## src/rtl/mr_control_unit.sv

```systemverilog
// mr_control_unit: Moore sequencer for the Maquina Rudimentaria CPU.
// Drives the datapath strobes for fetch, decode and execute of
// LOAD, STORE, ALU and BRANCH instructions, and counts retirements.
module mr_control_unit (
    input  logic        clk,
    input  logic        rst_n,
    input  logic        en,
    input  logic [15:0] ir,
    input  logic        rz,
    input  logic        rn,
    input  logic        rv,
    output logic        ld_ir,
    output logic        ld_rdir,
    output logic        ld_pc,
    output logic        mux_1_pc,
    output logic        reset_pc_sel,
    output logic        mem_w,
    output logic        erd,
    output logic        ld_ra,
    output logic        operar_alu,
    output logic        ld_rz,
    output logic        ld_rn,
    output logic        ld_rv,
    output logic [1:0]  sel_rf,
    output logic        instr_done,
    output logic [15:0] instr_count,
    output logic [2:0]  state
);

    typedef enum logic [2:0] {
        S_RST      = 3'd0,
        S_FETCH    = 3'd1,
        S_DECODE   = 3'd2,
        S_LOAD     = 3'd3,
        S_STORE    = 3'd4,
        S_ALU      = 3'd5,
        S_FETCH_BR = 3'd6
    } state_t;

    localparam logic [1:0] OP_LOAD   = 2'b00;
    localparam logic [1:0] OP_STORE  = 2'b01;
    localparam logic [1:0] OP_BRANCH = 2'b10;

    state_t     cur_state;
    state_t     nxt_state;
    logic [1:0] opcode;
    logic       cond_base;
    logic       br_taken;

    // Ungated strobes; the write/load strobes are qualified by en below.
    logic ld_ir_raw, ld_rdir_raw, ld_pc_raw, mem_w_raw, erd_raw, ld_ra_raw;
    logic ld_rz_raw, ld_rn_raw, ld_rv_raw, done_raw;

    // Operand B mode, register fields and immediates belong to the datapath;
    // rv is only consumed by the flag registers, never by branches.
    logic unused_inputs;
    assign unused_inputs = ^{ir[10:0], rv};

    assign opcode = ir[15:14];
    assign state  = cur_state;

    // Branch condition: IR[12:11] picks always/Z/N/N|Z, IR[13] inverts it.
    always_comb begin
        cond_base = 1'b1;
        case (ir[12:11])
            2'b00:   cond_base = 1'b1;
            2'b01:   cond_base = rz;
            2'b10:   cond_base = rn;
            default: cond_base = rn | rz;
        endcase
        br_taken = ir[13] ? ~cond_base : cond_base;
    end

    // State register; en=0 freezes the sequencer in place.
    always_ff @(posedge clk or negedge rst_n) begin
        if (!rst_n) begin
            cur_state <= S_RST;
        end else if (en) begin
            cur_state <= nxt_state;
        end
    end

    // Next-state and raw Moore outputs decoded from the current state.
    always_comb begin
        nxt_state    = S_RST;
        ld_ir_raw    = 1'b0;
        ld_rdir_raw  = 1'b0;
        ld_pc_raw    = 1'b0;
        mem_w_raw    = 1'b0;
        erd_raw      = 1'b0;
        ld_ra_raw    = 1'b0;
        ld_rz_raw    = 1'b0;
        ld_rn_raw    = 1'b0;
        ld_rv_raw    = 1'b0;
        done_raw     = 1'b0;
        mux_1_pc     = 1'b0;
        reset_pc_sel = 1'b0;
        operar_alu   = 1'b0;
        sel_rf       = 2'b01;
        case (cur_state)
            S_RST: begin
                reset_pc_sel = 1'b1;
                ld_pc_raw    = 1'b1;
                nxt_state    = S_FETCH;
            end
            S_FETCH: begin
                ld_ir_raw = 1'b1;
                ld_pc_raw = 1'b1;
                nxt_state = S_DECODE;
            end
            S_DECODE: begin
                sel_rf      = 2'b01;
                ld_rdir_raw = 1'b1;
                ld_ra_raw   = 1'b1;
                case (opcode)
                    OP_LOAD:   nxt_state = S_LOAD;
                    OP_STORE:  nxt_state = S_STORE;
                    OP_BRANCH: begin
                        done_raw  = 1'b1;
                        nxt_state = br_taken ? S_FETCH_BR : S_FETCH;
                    end
                    default:   nxt_state = S_ALU;
                endcase
            end
            S_LOAD: begin
                mux_1_pc  = 1'b1;
                erd_raw   = 1'b1;
                ld_rz_raw = 1'b1;
                ld_rn_raw = 1'b1;
                done_raw  = 1'b1;
                nxt_state = S_FETCH;
            end
            S_STORE: begin
                mux_1_pc  = 1'b1;
                sel_rf    = 2'b00;
                mem_w_raw = 1'b1;
                done_raw  = 1'b1;
                nxt_state = S_FETCH;
            end
            S_ALU: begin
                sel_rf     = 2'b10;
                operar_alu = 1'b1;
                erd_raw    = 1'b1;
                ld_rz_raw  = 1'b1;
                ld_rn_raw  = 1'b1;
                ld_rv_raw  = 1'b1;
                done_raw   = 1'b1;
                nxt_state  = S_FETCH;
            end
            S_FETCH_BR: begin
                mux_1_pc  = 1'b1;
                ld_ir_raw = 1'b1;
                ld_pc_raw = 1'b1;
                nxt_state = S_DECODE;
            end
            default: nxt_state = S_RST;
        endcase
    end

    // Write/load strobes only fire while running; ld_pc also drops with rst_n.
    assign ld_ir      = ld_ir_raw   & en;
    assign ld_rdir    = ld_rdir_raw & en;
    assign ld_pc      = ld_pc_raw   & en & rst_n;
    assign mem_w      = mem_w_raw   & en;
    assign erd        = erd_raw     & en;
    assign ld_ra      = ld_ra_raw   & en;
    assign ld_rz      = ld_rz_raw   & en;
    assign ld_rn      = ld_rn_raw   & en;
    assign ld_rv      = ld_rv_raw   & en;
    assign instr_done = done_raw    & en;

    // Retired-instruction counter, wraps naturally at 16 bits.
    always_ff @(posedge clk or negedge rst_n) begin
        if (!rst_n) begin
            instr_count <= 16'h0000;
        end else if (instr_done) begin
            instr_count <= instr_count + 16'h0001;
        end
    end

endmodule

```

## config.mk

```make
export PLATFORM = sky130hd
export DESIGN_NAME = mr_control_unit
export DESIGN_NICKNAME = d
export VERILOG_FILES = /design/src/rtl/mr_control_unit.sv
export SDC_FILE = /design/constraint.sdc
export NUM_CORES = 1
export LEC_CHECK = 0
export ABC_AREA = 1
export CAP_MARGIN = 20
export CORE_ASPECT_RATIO = 0.75
export CORE_MARGIN = 2
export CORE_UTILIZATION = 44
export DETAILED_ROUTE_END_ITERATION = 10
export GPL_ROUTABILITY_DRIVEN = 0
export HOLD_SLACK_MARGIN = 0.03
export PLACE_DENSITY = 0.83
export RECOVER_POWER = 100
export SYNTH_ARGS = -nofsm -noshare
export SYNTH_HDL_FRONTEND = slang
export SYNTH_SLANG_ARGS = --single-unit
```

## constraint.sdc

```tcl
create_clock -name clk -period 4.1 [get_ports clk]
set_clock_uncertainty 0.05 [all_clocks]
set_input_delay 0.615 -clock clk [delete_from_list [all_inputs] [get_ports clk]]
set_output_delay 0.615 -clock clk [all_outputs]
set_load 0.01 [all_outputs]
```

==> results of run 1 <==
per-layer routing:
metal	up-vias	GRT usage	share of wire
li1	623	-	-
met1	533	0.269	0.51
met2	29	0.294	0.43
met3	2	0.0571	0.054
met4	0	0.0347	0.0048
met5	-	0	0
layout make-up:
type | instances | area (sq um) | share of cell area
Inverter | 21 | 83.8 | 0.0492
Tap cell | 36 | 45.0 | 0.0264
Multi-Input combinational cell | 128 | 618 | 0.362
Sequential cell | 19 | 475 | 0.279
Timing Repair Buffer | 44 | 438 | 0.257
Clock buffer | 4 | 45.0 | 0.0264
how the worst max path moves through the flow:
stage | end | slack, ns | cells after the start
5_1_grt | instr_done | 0.72 | 7
6_report | instr_done | 0.86 | 7
4_1_cts | ld_rdir | 1.22 | 4
3_3_place_gp | ld_ra | 1.25 | 4
2_1_floorplan | ld_rdir | 2.15 | 7
3_5_place_dp | ld_rdir | 1.22 | 4
power by group through the flow:
stage                     clock network [mW]  registers, mW  logic, mW
after floorplan                            0          0.289      0.213
after global placement                     0          0.289      0.395
after detailed placement                   0          0.288      0.402
after CTS                              0.131          0.286      0.404
after global routing                   0.142          0.295      0.401
final                                  0.127          0.285      0.358
registers in the layout, indices dropped and copies added, names as in the netlist:
signal / flops
instr_count: 16
state: 3
synthesized netlist by cell type, drive strengths merged (3+ instances only):
master	number
buf	4
dfrtp	19
inv	20
nand2	62
nand3	12
nand4	3
nor2	21
nor3	8
o21ai	7
xnor2	5
xor2	5
cells by family after synthesis:
group	share of synthesized area
simple gates	0.415
fa+ha+maj	0.0100
buf+inv	0.0893
flops	0.381
xor+xnor	0.0702
compound gates	0.0341
==> metrics.cfg, run 1 <==
[run_status]
status = finished clean

[sta]
drv_slew = 0
fmax_mhz = 308
period_share = 0.791
finalHoldViolCount = 0
min_period_ns = 3.24
setup_viol = 0
layout_setup_ws_ns = 0.856
whs_ns = 0.471
relSlewSlack = 0.678
worst_pin_slew_ns = 0.482
final.setup.tns_ns = 0
rsz0062_at_grt = false

[route]
wl_per_cell_microns = 10.8
drt-vias-per-instance = 4.71
ant_nets = 0
first_pass_iters = 4
vias = 1187
totalWireLength_microns = 2710
drc = 0
drtIter0Drc = 51

[floorplan]
die_h_microns = 50.1
start_util = 0.469
die_area_sq_um = 3280
rows = 16
die_x_microns = 65.5
pin_count = 56
core_area_sq_um = 2660

[cells_and_area]
nNetsFinal = 240
layoutNonFillerInstCount = 252
antennaDiodeCount = 0
final_cell_mix = nand2_1, dlygate4sd3_1, nor2_1
drive_above_1_share = 0.0556
nFillCells = 250
finalCoreUtilization = 0.641
stdcell_area_sq_um = 1710
final_common_cell = nand2_1
area_delta_synth_final_pct = 36.7

[clocking]
clock-sinks = 19
ctsHoldBuffers = 0
clkTransAtPathRegs_ns = 0.07
cts_buffers = 3
root_buffer = clkbuf_8
clk_latency_ns = 0.25
clockBufferDepth = 2
cts_htree_levels = 1
post_cts_buffers = 0
ctsResizeCount = 0
cts_tree = yes

[yosys]
synthCells = 172
synth_top_area_cell = dfrtp_1
synth.net_count = 195
ys_ff_latch = 19
synth_edf_count = 0
synth.yosys.warnings = 0
synth_area_leaders = dfrtp_1, nand2_1, nor2_1
syn_avg_cell_area_sq_um = 7.25
async_flop_share = 1.00
netlist_area_sq_um = 1250
synthDistinctLibCells = 28
synthFlopType = dfrtp_1
ys_seq_area_frac = 0.381
yosysTopAreaCellShare = 0.381

[grt]
grt_max_degree = 21
grt_overflow_total = 0
first_global_vias = 1052
grt_pass1_wl_microns = 4820
track_usage = 0.191
antenna_found_initial = 0

[setup_path]
path_cells = dlygate4sd3_1, inv_1, nand2_1, nand2_1, nand3_1, clkinv_4, dlygate4sd3_1
setup.worst_path.end_class = output pin
cp-start-kind = input pin
worstRegToRegCells = 7
rr_startpoint = state[1]$_DFFE_PN0P_
worst-path-buf-inv = 4
critPathTopFamily = buffers and inverters
cp_max_fo = 10
cp_slowest_cell = dlygate4sd3_1
startpoint = ir[14]
r2r_end = instr_count[8]$_DFFE_PN0P_
cp.arrival_ns = 2.58
worst-setup-path-type = in2out
crit_required_ns = 3.43
r2r_slack_ns = 2.08
max_stage_delay_ns = 0.62

[placement]
dpl_worst_slack_ns = 1.22
place_inst = 248
placed_cell_area_sq_um = 1700
io_buffers = 43
hpwl_microns = 2100

[power]
p_sw_mw = 0.302
clock_power_share = 0.165
internal_power_mw = 0.468
peakVddDrop_mv = 0.428
p_leak_nw = 0.866
p_sw_frac = 0.392
power_frac_comb = 0.465
power_mw = 0.769
p_seq_frac = 0.370
power.density_nw_per_um2 = 451

[hold_path]
hold_end = instr_count[10]$_DFFE_PN0P_
min_from = instr_count[10]$_DFFE_PN0P_
min_path_cells = 1
hp-class = reg2reg

[job]
maxCapViolations = 0

(Power assumes the default switching activity.)
==> run 2, diff against run 1 <==
--- a/config.mk
+++ b/config.mk
@@ -9,11 +9,11 @@
 export CAP_MARGIN = 20
 export CORE_ASPECT_RATIO = 0.75
 export CORE_MARGIN = 2
-export CORE_UTILIZATION = 44
+export CORE_UTILIZATION = 41
 export DETAILED_ROUTE_END_ITERATION = 10
 export GPL_ROUTABILITY_DRIVEN = 0
 export HOLD_SLACK_MARGIN = 0.03
-export PLACE_DENSITY = 0.83
+export PLACE_DENSITY = 0.78
 export RECOVER_POWER = 100
 export SYNTH_ARGS = -nofsm -noshare
 export SYNTH_HDL_FRONTEND = slang
==> constraint.sdc (replaced) <==
create_clock -name clk -period 3.3 [get_ports clk]
set_clock_uncertainty 0.05 [all_clocks]
set_input_delay 0.495 -clock clk [delete_from_list [all_inputs] [get_ports clk]]
set_output_delay 0.495 -clock clk [all_outputs]
set_load 0.01 [all_outputs]
==> run 2 against run 1 <==
  * Critical path depth stayed put
  * Via count is 1.1% lower
  * Final area about the same
  * Clock power grew 28%
  * Sequential share of layout area about the same
  * Register-to-register slack worse by 0.71 ns
  * Combinational power is 25% higher
==> metrics.cfg, run 2 (synthesized netlist as in run 1, its figures left out) <==
[route]
drt-vias-per-instance = 4.62
totalWireLength_microns = 2850
vias = 1174
wl_per_cell_microns = 11.2
ant_nets = 0
drc = 0
first_pass_iters = 6
drtIter0Drc = 29

[grt]
track_usage = 0.181
grt_max_degree = 20
first_global_vias = 1017
antenna_found_initial = 0
grt_overflow_total = 0
grt_pass1_wl_microns = 4720

[setup_path]
startpoint = ir[14]
crit_required_ns = 2.75
rr_startpoint = state[2]$_DFFE_PN0P_
worst-setup-path-type = in2out
setup.worst_path.end_class = output pin
cp.arrival_ns = 2.32
cp_max_fo = 10
cp-start-kind = input pin
worstRegToRegCells = 7

[clocking]
clock-sinks = 19
clockBufferDepth = 2
ctsHoldBuffers = 0
ctsResizeCount = 0
root_buffer = clkbuf_8
cts_buffers = 3
cts_tree = yes
cts_htree_levels = 1
clk_latency_ns = 0.26
post_cts_buffers = 0
clkTransAtPathRegs_ns = 0.07

[run_status]
status = finished clean

[cells_and_area]
nFillCells = 273
drive_above_1_share = 0.0556
final_common_cell = nand2_1
largest-register = instr_count
nNetsFinal = 240
largest_reg_flops = 16
antennaDiodeCount = 0
area_delta_synth_final_pct = 36.8
final_cell_mix = nand2_1, dlygate4sd3_1, nor2_1

[power]
power_mw = 0.969
peakVddDrop_mv = 0.278
power.density_nw_per_um2 = 568
p_leak_nw = 0.865

[sta]
finalHoldViolCount = 0
final.setup.tns_ns = 0
setup_viol = 0
min_period_ns = 2.87
relSlewSlack = 0.342
worst_pin_slew_ns = 0.988
period_share = 0.869
rsz0062_at_grt = false
fmax_mhz = 349
drv_slew = 0

[floorplan]
pin_count = 56
rows = 17
start_util = 0.428
core_area_sq_um = 2910
die_h_microns = 51.8
die_area_sq_um = 3500
die_x_microns = 67.7

[placement]
io_buffers = 43
hpwl_microns = 2190

[hold_path]
hp-class = reg2reg
min_from = instr_count[9]$_DFFE_PN0P_
min_path_cells = 1

[job]
maxCapViolations = 0

-- run 2: final cells by class --
| cell class | count | area, sq um | area share |
|---|---|---|---|
| multi-input cells | 128 | 621 | 0.364 |
| clock buffers | 4 | 45.0 | 0.0264 |
| well taps | 38 | 47.5 | 0.0279 |
| inverters | 21 | 83.8 | 0.0491 |
| repair buffers | 44 | 434 | 0.254 |
| flip-flops and latches | 19 | 475 | 0.279 |
-- run 2: final timing paths --
| check | endpoint | slack [ns] |
|---|---|---|
| worst max-delay path | instr_done | 0.43 |
| worst min-delay path | instr_count[9]$_DFFE_PN0P_ | 0.48 |
| worst max register to register | instr_count[6]$_DFFE_PN0P_ | 1.37 |
| worst min register to register | instr_count[9]$_DFFE_PN0P_ | 0.48 |
| max in group asynchronous | instr_count[8]$_DFFE_PN0P_ | 1.67 |
| min in group asynchronous | instr_count[15]$_DFFE_PN0P_ | 0.93 |
-- run 2: through the flow --
stage | std cells | hold WS (ns) | cell area (sq um) | utilization | setup WS (ns)
2_1_floorplan | 172 | 0.149 | 1250 | - | 1.47
5_1_grt | 254 | 0.492 | 1710 | 0.586 | 0.294
3_3_place_gp | 250 | 0.451 | 1710 | 0.585 | 0.695
4_1_cts | 254 | 0.480 | 1750 | 0.601 | 0.667
6_report | 254 | 0.478 | 1710 | 0.586 | 0.432
3_5_place_dp | 250 | 0.466 | 1710 | 0.585 | 0.663
-- run 2: where the power goes --
part / internal [mW] / total [mW] / switching [mW] / leakage (nW)
Sequential: 0.281 / 0.360 / 0.0794 / 0.254
Combinational: 0.214 / 0.446 / 0.231 / 0.588
Clock: 0.0860 / 0.163 / 0.0769 / 0.0228
Total: 0.581 / 0.969 / 0.388 / 0.865
-- run 2: routing by layer --
metal	track usage	share of wire	vias up
met1	0.280	0.54	526
met4	0.0612	0.0063	0
met2	0.245	0.43	20
met3	0.0390	0.030	3
met5	0	0	-
li1	-	-	625
-- run 2: critical path: stages --
cell and delay [ns]:
clkdlybuf4s50_1 0.49, inv_1 0.06, nand2_1 0.07, nand2_1 0.06
nand3_1 0.35, clkinv_4 0.17, dlygate4sd3_1 0.63
